$ cat config.mk
export PLATFORM = sky130hd
export DESIGN_NAME = conv_encoder
export DESIGN_NICKNAME = d
export VERILOG_FILES = /design/src/rtl/conv_pkg.sv /design/src/rtl/conv_enc_core.sv /design/src/rtl/conv_encoder.sv
export SDC_FILE = /design/constraint.sdc
export NUM_CORES = 1
export LEC_CHECK = 0
export BUFFER_PORTS_ARGS = -buffer_cell sky130_fd_sc_hd__buf_2
export CAP_MARGIN = 30
export CORE_ASPECT_RATIO = 1.1
export CORE_MARGIN = 4
export CORE_UTILIZATION = 61
export DETAILED_ROUTE_END_ITERATION = 10
export PLACE_DENSITY = 0.81
export SYNTH_ARGS = -nofsm -noshare
export SYNTH_HDL_FRONTEND = slang
export SYNTH_SLANG_ARGS = --single-unit
$ cat constraint.sdc
create_clock -name clk -period 4.7 [get_ports clk]
set_input_delay 0.235 -clock clk [delete_from_list [all_inputs] [get_ports clk]]
set_output_delay 0.235 -clock clk [all_outputs]
set_load 0.05 [all_outputs]
$ cat src/rtl/conv_pkg.sv
// Shared constants, enums and puncturing tables for the K=7 802.11a/g convolutional encoder.
package conv_pkg;

    localparam int K = 7;
    // Tap vector layout is {b, s1, s2, s3, s4, s5, s6}, MSB first.
    localparam logic [K-1:0] G0 = 7'o133;
    localparam logic [K-1:0] G1 = 7'o171;

    typedef enum logic [1:0] {
        R12 = 2'd0,
        R23 = 2'd1,
        R34 = 2'd2
    } rate_e;

    typedef enum logic [1:0] {
        IDLE  = 2'd0,
        DATA  = 2'd1,
        TAIL  = 2'd2,
        DRAIN = 2'd3
    } state_e;

    typedef logic [1:0] phase_t;
    typedef logic [1:0] punct_t;    // {emit A, emit B}

    function automatic rate_e decode_rate(input logic [1:0] r);
        case (r)
            2'b01:   return R23;
            2'b10:   return R34;
            default: return R12;
        endcase
    endfunction

    function automatic phase_t phase_mod(input rate_e r);
        case (r)
            R23:     return 2'd2;
            R34:     return 2'd3;
            default: return 2'd1;
        endcase
    endfunction

    function automatic punct_t punct_mask(input rate_e r, input phase_t p);
        punct_t m;
        m = 2'b11;
        if (p == 2'd1 && r != R12) begin
            m = 2'b10;
        end else if (p == 2'd2 && r == R34) begin
            m = 2'b01;
        end
        return m;
    endfunction

endpackage

$ cat src/rtl/conv_enc_core.sv
// Six-stage shift register and the two generator parity trees; A/B reflect the current input bit.
module conv_enc_core
    import conv_pkg::*;
(
    input  logic clk,
    input  logic reset,
    input  logic enc_bit,
    input  logic enable,
    input  logic clear,
    output logic a,
    output logic b
);

    logic [K-2:0] sr_reg;   // sr_reg[0] = s1 (newest) ... sr_reg[K-2] = s6
    logic [K-1:0] taps;

    assign taps[K-1] = enc_bit;

    genvar gi;
    generate
        for (gi = 1; gi < K; gi++) begin : g_taps
            assign taps[K-1-gi] = sr_reg[gi-1];
        end
    endgenerate

    assign a = ^(taps & G0);
    assign b = ^(taps & G1);

    always_ff @(posedge clk or posedge reset) begin
        if (reset) begin
            sr_reg <= '0;
        end else if (clear) begin
            sr_reg <= '0;
        end else if (enable) begin
            sr_reg <= {sr_reg[K-3:0], enc_bit};
        end
    end

endmodule

$ cat src/rtl/conv_encoder.sv
// Framed K=7 convolutional encoder with puncturing, zero-tail insertion and a
// two-entry output hold register behind a valid/ready handshake.
module conv_encoder
    import conv_pkg::*;
#(
    parameter int TAIL_BITS = 6
)
(
    input  logic       clk,
    input  logic       reset,
    input  logic [1:0] rate,
    input  logic       in_bit,
    input  logic       in_valid,
    output logic       in_ready,
    input  logic       in_last,
    output logic       out_bit,
    output logic       out_valid,
    input  logic       out_ready,
    output logic       out_last,
    output logic       busy
);

    localparam int TW = (TAIL_BITS > 1) ? $clog2(TAIL_BITS) : 1;
    localparam logic [TW-1:0] TAIL_LAST = TW'((TAIL_BITS > 0) ? TAIL_BITS - 1 : 0);

    state_e          state_reg, state_next;
    rate_e           rate_reg;
    rate_e           cur_rate;
    phase_t          phase_reg;
    phase_t          phase_next;
    punct_t          mask;
    logic [TW-1:0]   tail_cnt_reg;

    // Head of the hold register is the presented output; the second slot holds B.
    logic            out_valid_reg, out_bit_reg, out_last_reg;
    logic            second_valid_reg, second_bit_reg, second_last_reg;

    logic            load, take, tail_go, tail_done, drain_done;
    logic            enc_en, enc_bit, frame_last;
    logic            enc_a, enc_b;

    assign load       = !second_valid_reg && (!out_valid_reg || out_ready);
    assign in_ready   = (state_reg == IDLE || state_reg == DATA) && load;
    assign take       = in_valid && in_ready;
    assign tail_go    = (state_reg == TAIL) && load;
    assign tail_done  = tail_go && (tail_cnt_reg == TAIL_LAST);
    assign drain_done = (state_reg == DRAIN) && !out_valid_reg && !second_valid_reg;
    assign enc_en     = take || tail_go;
    assign enc_bit    = (state_reg == TAIL) ? 1'b0 : in_bit;
    assign frame_last = (state_reg == TAIL) ? tail_done
                                            : (take && in_last && (TAIL_BITS == 0));

    // The first bit of a frame is encoded with the rate presented alongside it.
    assign cur_rate   = (state_reg == IDLE) ? decode_rate(rate) : rate_reg;
    assign mask       = punct_mask(cur_rate, phase_reg);
    assign phase_next = (phase_reg == phase_mod(cur_rate) - 2'd1) ? 2'd0 : phase_reg + 2'd1;

    assign busy       = (state_reg != IDLE);
    assign out_bit    = out_bit_reg;
    assign out_valid  = out_valid_reg;
    assign out_last   = out_last_reg;

    conv_enc_core u_core (
        .clk     (clk),
        .reset   (reset),
        .enc_bit (enc_bit),
        .enable  (enc_en),
        .clear   (drain_done),
        .a       (enc_a),
        .b       (enc_b)
    );

    always_comb begin
        state_next = state_reg;
        case (state_reg)
            IDLE, DATA: begin
                if (take) begin
                    if (in_last) begin
                        state_next = (TAIL_BITS > 0) ? TAIL : DRAIN;
                    end else begin
                        state_next = DATA;
                    end
                end
            end
            TAIL: begin
                if (tail_done) begin
                    state_next = DRAIN;
                end
            end
            DRAIN: begin
                if (drain_done) begin
                    state_next = IDLE;
                end
            end
            default: state_next = IDLE;
        endcase
    end

    always_ff @(posedge clk or posedge reset) begin
        if (reset) begin
            state_reg    <= IDLE;
            rate_reg     <= R12;
            phase_reg    <= '0;
            tail_cnt_reg <= '0;
        end else begin
            state_reg <= state_next;
            if (take && state_reg == IDLE) begin
                rate_reg <= decode_rate(rate);
            end
            if (drain_done) begin
                phase_reg <= '0;
            end else if (enc_en) begin
                phase_reg <= phase_next;
            end
            if (tail_done || drain_done) begin
                tail_cnt_reg <= '0;
            end else if (tail_go) begin
                tail_cnt_reg <= tail_cnt_reg + 1'b1;
            end
        end
    end

    // A new encoded bit only loads when the head is free or leaving this cycle,
    // so it may overwrite the head but never a queued B.
    always_ff @(posedge clk or posedge reset) begin
        if (reset) begin
            out_valid_reg    <= 1'b0;
            out_bit_reg      <= 1'b0;
            out_last_reg     <= 1'b0;
            second_valid_reg <= 1'b0;
            second_bit_reg   <= 1'b0;
            second_last_reg  <= 1'b0;
        end else if (enc_en) begin
            out_valid_reg <= 1'b1;
            case (mask)
                2'b10: begin
                    out_bit_reg      <= enc_a;
                    out_last_reg     <= frame_last;
                    second_valid_reg <= 1'b0;
                end
                2'b01: begin
                    out_bit_reg      <= enc_b;
                    out_last_reg     <= frame_last;
                    second_valid_reg <= 1'b0;
                end
                default: begin
                    out_bit_reg      <= enc_a;
                    out_last_reg     <= 1'b0;
                    second_valid_reg <= 1'b1;
                    second_bit_reg   <= enc_b;
                    second_last_reg  <= frame_last;
                end
            endcase
        end else if (out_valid_reg && out_ready) begin
            if (second_valid_reg) begin
                out_bit_reg      <= second_bit_reg;
                out_last_reg     <= second_last_reg;
                second_valid_reg <= 1'b0;
            end else begin
                out_valid_reg <= 1'b0;
                out_bit_reg   <= 1'b0;
                out_last_reg  <= 1'b0;
            end
        end
    end

endmodule

# Word-level counts from Yosys, hierarchy flattened

Cells that the tools add are included.

Output and inout port bits: 5
Word-level logic and storage cells: 95
Register bits: 21
Input port bits: 8

Multiplexer cells: 33
Reductions and logical operators: 30
Equality and inequality tests: 17
Add/subtract/negate cells: 3
Bitwise logic cells: 1

Operator list:

| kind                                                                     | number |
|---|---|
| 2-bit 2-to-1 mux                                                         | 10 |
| 1-bit 2-to-1 mux                                                         | 16 |
| 7-bit parity                                                             | 2 |
| 2-bit equality test (second input constant)                              | 6 |
| 6-bit 2-to-1 mux                                                         | 2 |
| 1-bit logical AND                                                        | 11 |
| 2-bit by 1-bit equality test with 1-bit output (second input constant)   | 5 |
| 2-bit nonzero test                                                       | 5 |
| 2-bit one-hot mux with 2 select lines                                    | 2 |
| 3-bit 2-to-1 mux                                                         | 2 |
| 2-bit inequality test (second input constant)                            | 3 |
| 2-bit one-hot mux with 3 select lines                                    | 1 |
| 1-bit logical OR                                                         | 4 |
| 2-bit AND reduction                                                      | 2 |
| 2-bit OR reduction                                                       | 2 |
| 3-bit by 1-bit adder with 3-bit output (second input constant)           | 1 |
| 3-bit equality test (second input constant)                              | 1 |
| 3-bit AND reduction                                                      | 1 |
| 2-bit by 1-bit adder with 2-bit output (second input constant)           | 1 |
| 2-bit equality test                                                      | 1 |
| 1-bit zero test                                                          | 2 |
| 2-bit zero test                                                          | 1 |
| 2-bit by 1-bit inequality test with 1-bit output (second input constant) | 1 |
| 2-bit by 1-bit subtractor with 2-bit output (second input constant)      | 1 |
| 1-bit NOT                                                                | 1 |

# Longest topological paths before layout

Gate-level depths: netlist of run 1.

Depth in word-level cells: 11
Mapped depth: 8
Gate-level depth less buffers: 6

# Cells and area by module

A second synthesis of run 1 with hierarchy kept.

Cells, all modules: 128
Area, all modules: 1273.7 µm²

Modules (own cells, without submodules):

| module        | times used | area each (µm²) | seq. area each (µm²) | cells each |
|---|---|---|---|---|
| conv_encoder  | 1          | 958.4           | 375.4                | 104 |
| conv_enc_core | 1          | 315.3           | 150.1                | 24 |

# Least setup slack after synthesis of run 1

OpenSTA, ideal clock, no wires.

Path type: register to output
Start point: register out_valid_reg, in the netlist out_valid
End point: output port in_ready
Arrival: 1.866 ns
Buffers on the path: 0
Setup slack: 2.599 ns
Cell stages (with the launch flop): 3
Data required time: 4.465 ns
Path through: dfrtp_1 -> nor2b_1 -> nor3_1

Cells in the longest elaborated chain, start to end: 4

RTL lines:

| what                     | RTL line            | RTL |
|---|---|---|
| start: declaration       | conv_encoder.sv:35  | `logic out_valid_reg, out_bit_reg, out_last_reg;` |
| start signal: assignment | conv_encoder.sv:127 | `out_valid_reg <= 1'b0;` |
| start signal: assignment | conv_encoder.sv:134 | `out_valid_reg <= 1'b1;` |
| start signal: assignment | conv_encoder.sv:160 | `out_valid_reg <= 1'b0;` |
| 1-bit zero test          | conv_encoder.sv:42  | `assign load = !second_valid_reg && (!out_valid_reg \|\| out_ready);` |
| 1-bit logical OR         | conv_encoder.sv:42  |  |
| 1-bit logical AND        | conv_encoder.sv:42  |  |
| 1-bit logical AND        | conv_encoder.sv:43  | `assign in_ready = (state_reg == IDLE \|\| state_reg == DATA) && load;` |
| end: declaration         | conv_encoder.sv:14  | `output logic in_ready,` |

Every way passes these cells.

# Worst setup path after layout of run 1

Start point: register state_reg[1]
End point: register second_bit_reg

Cells in the longest elaborated chain, start to end: 10
Elaborated cells between the ends (all ways): 22
Those cells by class: eq/ne: 5; mux: 4; bitwise: 1; reduce/logical: 12

RTL lines:

| what                                                                                  | RTL line                               | RTL |
|---|---|---|
| start: declaration                                                                    | conv_encoder.sv:26                     | `state_e state_reg, state_next;` |
| start signal: assignment                                                              | conv_encoder.sv:106                    | `state_reg <= state_next;` |
| 2-bit zero test                                                                       | conv_encoder.sv:43, conv_encoder.sv:54 |  |
| 2-bit 2-to-1 mux                                                                      | conv_encoder.sv:54                     | `assign cur_rate = (state_reg == IDLE) ? decode_rate(rate) : rate_reg;` |
| 2-bit equality test                                                                   | conv_pkg.sv:46                         | `end else if (p == 2'd2 && r == R34) begin` |
| 1-bit logical AND                                                                     | conv_pkg.sv:46                         |  |
| 2-bit 2-to-1 mux                                                                      | conv_pkg.sv:46                         |  |
| 2-bit 2-to-1 mux                                                                      | conv_pkg.sv:44                         | `if (p == 2'd1 && r != R12) begin` |
| 2-bit by 1-bit equality test with 1-bit output or 2-bit equality test (tied branches) | conv_encoder.sv:135                    | `case (mask)` |
| 2-bit OR reduction (no source line)                                                   | --                                     |  |
| 1-bit NOT (no source line)                                                            | --                                     |  |
| 2-bit AND reduction (no source line)                                                  | --                                     |  |
| end signal: assignment                                                                | conv_encoder.sv:150                    | `second_bit_reg <= enc_b;` |
| end: declaration                                                                      | conv_encoder.sv:36                     | `logic second_valid_reg, second_bit_reg, second_last_reg;` |

Several ways; a longest one is shown, not always the timed one.
A chain may end at the register's enable or synchronous reset.

==> summary.txt, run 1 <==
Synthesis
  – Mapped Cells: 128
  – Synthesized area: 0.00119 mm²
  – Syn. warnings: 0
  – Number of synthesized flops with an enable pin: 0
  – Avg Cell Area, Syn: 9.28 µm²
  – Sequential-to-total area share from yosys stat: 44.3%
  – Ys flop type: dfrtp_1
  – Net Count, Synth: 140
  – Count of cell types in the netlist: 34
  – #FFs+latches synth: 21
  – Async set or reset register ratio after synthesis: 100%

Setup path
  – Crit Path Max Fanout: 9
  – Top delay family on crit path: multiplexers
  – Crit Path Category: reg -> reg
  – FF-to-FF path depth: 6
  – Crit path cell chain: nor2_4 > mux2i_1 > a21oi_1 > a21oi_1 > or2_1 > mux2_4
  – Crit path top cell by count: a21oi_1
  – Arrival time at the worst endpoint: between 2 and 2.5 ns
  – R2R Setup Slk: 2.71 ns
  – Worst path bufs/invs: 0
  – CP Capture Type: register
  – Critical path's slowest cell: dfrtp_1
  – CP Launch Type: register
  – Worst R2R End: second_bit_reg
  – CP max stage delay: 0.50 ns
  – Worst r2r src: state_reg[1]
  – WP data required: 4.90 ns

Clocking
  – H-tree depth: 1
  – Clk slew on worst S/H paths: 0.12 ns
  – Post-cts hold buffer count: 0
  – Post-CTS Setup Repair Bufs: 0
  – Post-cts resize count: 0
  – CTS buffer count: 3
  – CTS Buffer Depth: 2
  – Clock Sink Count: 21
  – TritonCTS clock tree: built
  – CTS root buf: clkbuf_4
  – Clk_lat worst skew: 0.30 ns

Global route
  – Grt total ovfl: 0
  – Gr usage total: between 10% and 20%
  – Initial antenna violation count: 0
  – Largest net degree at the start of global routing: 23
  – First-pass GRT wire length: 3780 µm
  – Number of global-route vias before repair: about 900

Routing
  – DRC viols: 0
  – Final WL: 2140 µm
  – Drt wl/cell: 12.8 µm
  – Iter 0 DRT Violations: 20
  – Vias per inst: ~5.4
  – Via count: 910
  – Pre-antenna DRT Iters: 4
  – DRT antenna net count: 0

Floorplanning
  – Row cnt: 16
  – Die Y: around 54 µm
  – Die Wd: around 50 µm
  – IO Count: 13
  – Placeable Area: between 0.0015 and 0.002 mm²
  – Total Die Area: 0.00272 mm²
  – Starting density of the core: 65.2%

Timing
  – Final hold vios: 0
  – Clk_skew: 0.00473 ns
  – Final min period: 1.99 ns
  – Upper clock frequency limit: 0.502 GHz
  – Slew Limit Fails: 0
  – Final setup fails: 0
  – Period utilization: 42.4%
  – RSZ-0062 raised after global routing: false
  – Setup TNS: 0 ns
  – Slew headroom: 47.0%
  – Slew @ Worst Pin: 0.794 ns

Pwr
  – Pwr/cell area: 695 mW/mm²
  – Worst VDD drop: 0.488 mV
  – Leak Pwr: slightly above 0.6 nW

Final layout
  – FILL cells: 144
  – Non-Filler Instances: about 170
  – Most frequent cells in the layout: dfrtp_1, nand3_1, o21ai_0, buf_2, inv_1
  – N_diodes: 0
  – Max reg flops: 6
  – Commonest non-fill, non-tap cell in the layout: dfrtp_1
  – Area grow syn2layout: 8.96%
  – Fin nets: 153
  – Share of layout cells above drive strength 1: 17.1%

Place
  – Dpl cells: 163
  – GP Congestion: 0.763
  – IO Port Bufs: 12
  – Dpl hpwl: between 1500 and 2000 µm

Hold path
  – Hold WC Path Type: in -> async

Job
  – Max_cap viols: 0

Outcome
  – Outcome: complete, no violations
-- area by class of cell --
cell class	instances	area, µm²	area share [%]
Sequential cell	21	526	40.6
Tap cell	27	33.8	2.61
Inverter	11	41.3	3.19
Clock buffer	3	22.5	1.74
Timing Repair Buffer	13	67.6	5.22
Multi-Input combinational cell	91	598	46.2
Clock inverter	1	5.00	0.387
-- synthesized netlist by cell type (all sizes together) (3+ instances only) --
master | number | area share [%]
clkbuf | 4 | 1.3
nor2 | 10 | 3.8
o21ai | 14 | 5.9
mux2 | 5 | 5.1
ha | 4 | 4.2
a21oi | 4 | 1.7
xnor2 | 6 | 4.4
mux2i | 3 | 2.5
nand3 | 12 | 5.1
nand2 | 10 | 3.2
nor2b | 5 | 2.6
dfrtp | 21 | 44
inv | 11 | 3.5
-- worst max-delay path by stage --
stage / from / endpoint / slack, ns / depth (start not counted)
CTS: state_reg[1] / second_bit_reg / 2.72 / 6
global placement: state_reg[1] / second_bit_reg / 2.82 / 6
detailed placement: state_reg[1] / second_bit_reg / 2.74 / 6
floorplan: out_valid / in_ready / 2.60 / 2
global route: state_reg[1] / second_bit_reg / 2.48 / 6
finish: state_reg[1] / second_bit_reg / 2.71 / 6
-- metal layers --
| metal | GRT usage (%) | wire length (µm) | up-vias |
|---|---|---|---|
| li1 | - | - | 462 |
| met1 | 24.1 | 1030 | 426 |
| met2 | 31.5 | 1030 | 18 |
| met3 | 1.63 | 58 | 4 |
| met4 | 6.91 | 17 | 0 |
| met5 | 0 | 0 | - |
-- power by group --
part | internal (mW) | switching [mW] | leakage (nW)
registers | 0.254 | 0.0754 | 0.268
logic | 0.203 | 0.281 | 0.317
clock network | 0.0317 | 0.0556 | 0.0177
-- metrics by stage --
stage / instance area, µm² / total power, mW / hold slack (ns) / util [%] / worst slack (ns)
2_1_floorplan: 1190 / 0.721 / 0.212 / - / 2.60
3_3_place_gp: 1270 / 0.794 / 0.423 / 69.5 / 2.82
3_5_place_dp: 1270 / 0.815 / 0.424 / 69.5 / 2.74
4_1_cts: 1290 / 0.903 / 0.0856 / 71.0 / 2.72
5_1_grt: 1290 / 0.979 / 0.128 / 71.0 / 2.48
6_report: 1290 / 0.900 / 0.0600 / 71.0 / 2.71
-- worst reg2reg max path, cell delays in order (launching register included) --
cell     delay (ns)
dfrtp_1        0.50
nor2_4         0.21
mux2i_1        0.37
a21oi_1        0.12
a21oi_1        0.20
or2_1          0.19
mux2_4         0.31
-- cell families after synthesis --
group	synth area share [%]
DFF	44.3
muxes	7.59
adders and majority gates	4.22
xor gates and xnor gates	5.16
buffers and inverters	5.37
and+or+nand+nor	20.2
AOI/OAI and AO/OA	13.2
No activity file was read; power rests on OpenSTA's default activity.
==> run 2, diff against run 1 <==
--- a/config.mk
+++ b/config.mk
@@ -9,9 +9,9 @@
 export CAP_MARGIN = 30
 export CORE_ASPECT_RATIO = 1.1
 export CORE_MARGIN = 4
-export CORE_UTILIZATION = 61
+export CORE_UTILIZATION = 56
 export DETAILED_ROUTE_END_ITERATION = 10
-export PLACE_DENSITY = 0.81
+export PLACE_DENSITY = 0.76
 export SYNTH_ARGS = -nofsm -noshare
 export SYNTH_HDL_FRONTEND = slang
 export SYNTH_SLANG_ARGS = --single-unit
==> constraint.sdc (replaced) <==
create_clock -name clk -period 2.08 [get_ports clk]
set_input_delay 0.104 -clock clk [delete_from_list [all_inputs] [get_ports clk]]
set_output_delay 0.104 -clock clk [all_outputs]
set_load 0.05 [all_outputs]
==> run 2 against run 1 <==
Combinational power grew 140%. Count of clock-buffer cells in the layout is the same. Critical path depth did not move. Via count grew 1.6%. Worst hold slack better by 0.024 ns. Setup slack lost 2.5 ns. Fmax rose by 6.0%. Utilization fell by 5.1 points.
==> summary.txt, run 2 (same netlist as run 1, synthesis figures left out) <==
Setup path
  – Top delay family on crit path: multiplexers
  – Stages on worst setup path: 6
  – WP data required: 2.29 ns
  – Crit path cell chain: nor2_4 > mux2i_2 > a21oi_1 > a21oi_1 > or2_1 > mux2_4
  – Crit path top cell by count: a21oi_1
  – Worst r2r src: state_reg[1]
  – CP max stage delay: 0.50 ns
  – Worst path bufs/invs: 0
  – CP Capture Type: register
  – Crit Path Category: reg -> reg
  – Arrival time at the worst endpoint: 2.09 ns
  – R2R Setup Slk: 0.20 ns
  – Crit Path Max Fanout: 9
  – FF-to-FF path depth: 6
  – Critical path's slowest cell: dfrtp_1
  – Worst R2R End: second_bit_reg
  – CP Launch Type: register

Timing
  – Slew @ Worst Pin: 0.818 ns
  – Final setup fails: 0
  – Period utilization: 90.4%
  – Final Worst Setup Slack: 0.200 ns
  – Setup TNS: 0 ns
  – Upper clock frequency limit: 0.532 GHz
  – Final min period: 1.88 ns
  – RSZ-0062 raised after global routing: false
  – Clk_skew: 0.00762 ns
  – Final hold vios: 0
  – Slew headroom: 45.4%
  – Slew Limit Fails: 0

Final layout
  – Fin nets: 156
  – Share of layout cells above drive strength 1: 20.3%
  – Area grow syn2layout: 12.2%
  – N_diodes: 0
  – Commonest non-fill, non-tap cell in the layout: dfrtp_1
  – Most frequent cells in the layout: dfrtp_1, nand3_1, o21ai_0, buf_2, inv_1
  – Max reg flops: 6

Hold path
  – Min-Delay Path Depth: 3
  – Endpoint, Worst Hold: u_core.sr_reg[0]
  – Hold WC Path Type: in -> reg
  – Hold Startpoint: in_bit

Floorplanning
  – Die Y: 56.3 µm
  – IO Count: 13
  – Starting density of the core: 58.8%
  – Die Wd: 51.9 µm
  – Row cnt: 17
  – Total Die Area: roughly 0.003 mm²
  – Placeable Area: about 0.0020 mm²

Global route
  – First-pass GRT wire length: 3990 µm
  – Number of global-route vias before repair: 929
  – Gr usage total: 17.9%
  – Largest net degree at the start of global routing: 22
  – Initial antenna violation count: 0
  – Grt total ovfl: 0

Clocking
  – CTS buffer count: 3
  – Post-CTS Setup Repair Bufs: 0
  – H-tree depth: 1
  – Clk slew on worst S/H paths: 0.12 ns
  – TritonCTS clock tree: built
  – Clk_lat worst skew: 0.31 ns
  – Clock Sink Count: 21
  – CTS root buf: clkbuf_4
  – CTS Buffer Depth: 2

Routing
  – Drt wl/cell: 13.1 µm
  – Vias per inst: 5.41
  – Via count: 925
  – Iter 0 DRT Violations: 9
  – Pre-antenna DRT Iters: 4
  – Final WL: 2240 µm
  – DRT antenna net count: 0
  – DRC viols: 0

Pwr
  – Pwr/cell area: ~1600 mW/mm²
  – Leak Pwr: around 0.62 nW
  – Worst VDD drop: around 0.87 mV

Place
  – Dpl hpwl: 1730 µm
  – GP Congestion: 0.770
  – Dpl ws: 0.213 ns
  – IO Port Bufs: 12

Job
  – Max_cap viols: 0

Outcome
  – Outcome: complete, no violations
## run 2: cell count changes in the layout (fill, tap and decap cells not counted), sizes merged
cell         previous run  this run
dlygate4sd3             0         1
buf                    13        15
## run 2: metal layers
metal  global-route usage (%)  part of all wire, %
met1                     22.4                   45
met2                     30.2                   50
met3                     2.39                  2.9
met4                     7.49                  1.7
met5                        0                    0
## run 2: power breakdown
| part | switching [mW] | internal, mW | leakage (nW) | total (mW) |
|---|---|---|---|---|
| logic | 0.660 | 0.498 | 0.334 | 1.16 |
| registers | 0.166 | 0.574 | 0.268 | 0.740 |
| clock network | 0.130 | 0.0719 | 0.0177 | 0.202 |
| total | 0.955 | 1.14 | 0.620 | 2.10 |
## run 2: what timing repair did
item                                    4_1_cts  5_1_grt
endpoints found under the setup margin        0        2
hold buffers                                  1        0
resized for setup                             0        3
endpoints found under the hold margin        21        0
## run 2: worst min-delay path: cells and delay by family
kind | cells | cell delay (ns)
buffers and inverters | 1 | 0.09
AND/OR/NAND/NOR | 1 | 0.09
AO/OA/AOI/OAI | 1 | 0.08
## run 2: worst max path at each step
stage / startpoint / slack, ns / end
after floorplan: out_valid / 0.11 / in_ready
after global placement: state_reg[1] / 0.27 / out_bit
after detailed placement: state_reg[1] / 0.21 / second_bit_reg
after CTS: state_reg[1] / 0.18 / phase_reg[1]
after global routing: state_reg[1] / 0.04 / out_bit
final: state_reg[1] / 0.20 / second_bit_reg
## run 2: cell type report
class                      instances  area (µm²)
multi-input combinational         91         611
tap                               28        35.0
inverter                          11        41.3
timing repair buffer              16        92.6
sequential                        21         526
clock inverter                     1        5.00
fill                             181         688
clock buffer                       3        22.5
## run 2: per-stage QoR
| step | area [µm²] | hold WS [ns] | power (mW) | instances | utilization (%) |
|---|---|---|---|---|---|
| 2_1_floorplan | 1190 | 0.0805 | 1.63 | 128 | - |
| 3_3_place_gp | 1280 | 0.285 | 1.83 | 166 | 63.5 |
| 3_5_place_dp | 1280 | 0.314 | 1.89 | 166 | 63.5 |
| 4_1_cts | 1320 | 0.0895 | 2.09 | 171 | 65.3 |
| 5_1_grt | 1330 | 0.105 | 2.30 | 171 | 65.9 |
| 6_report | 1330 | 0.0843 | 2.10 | 171 | 65.9 |
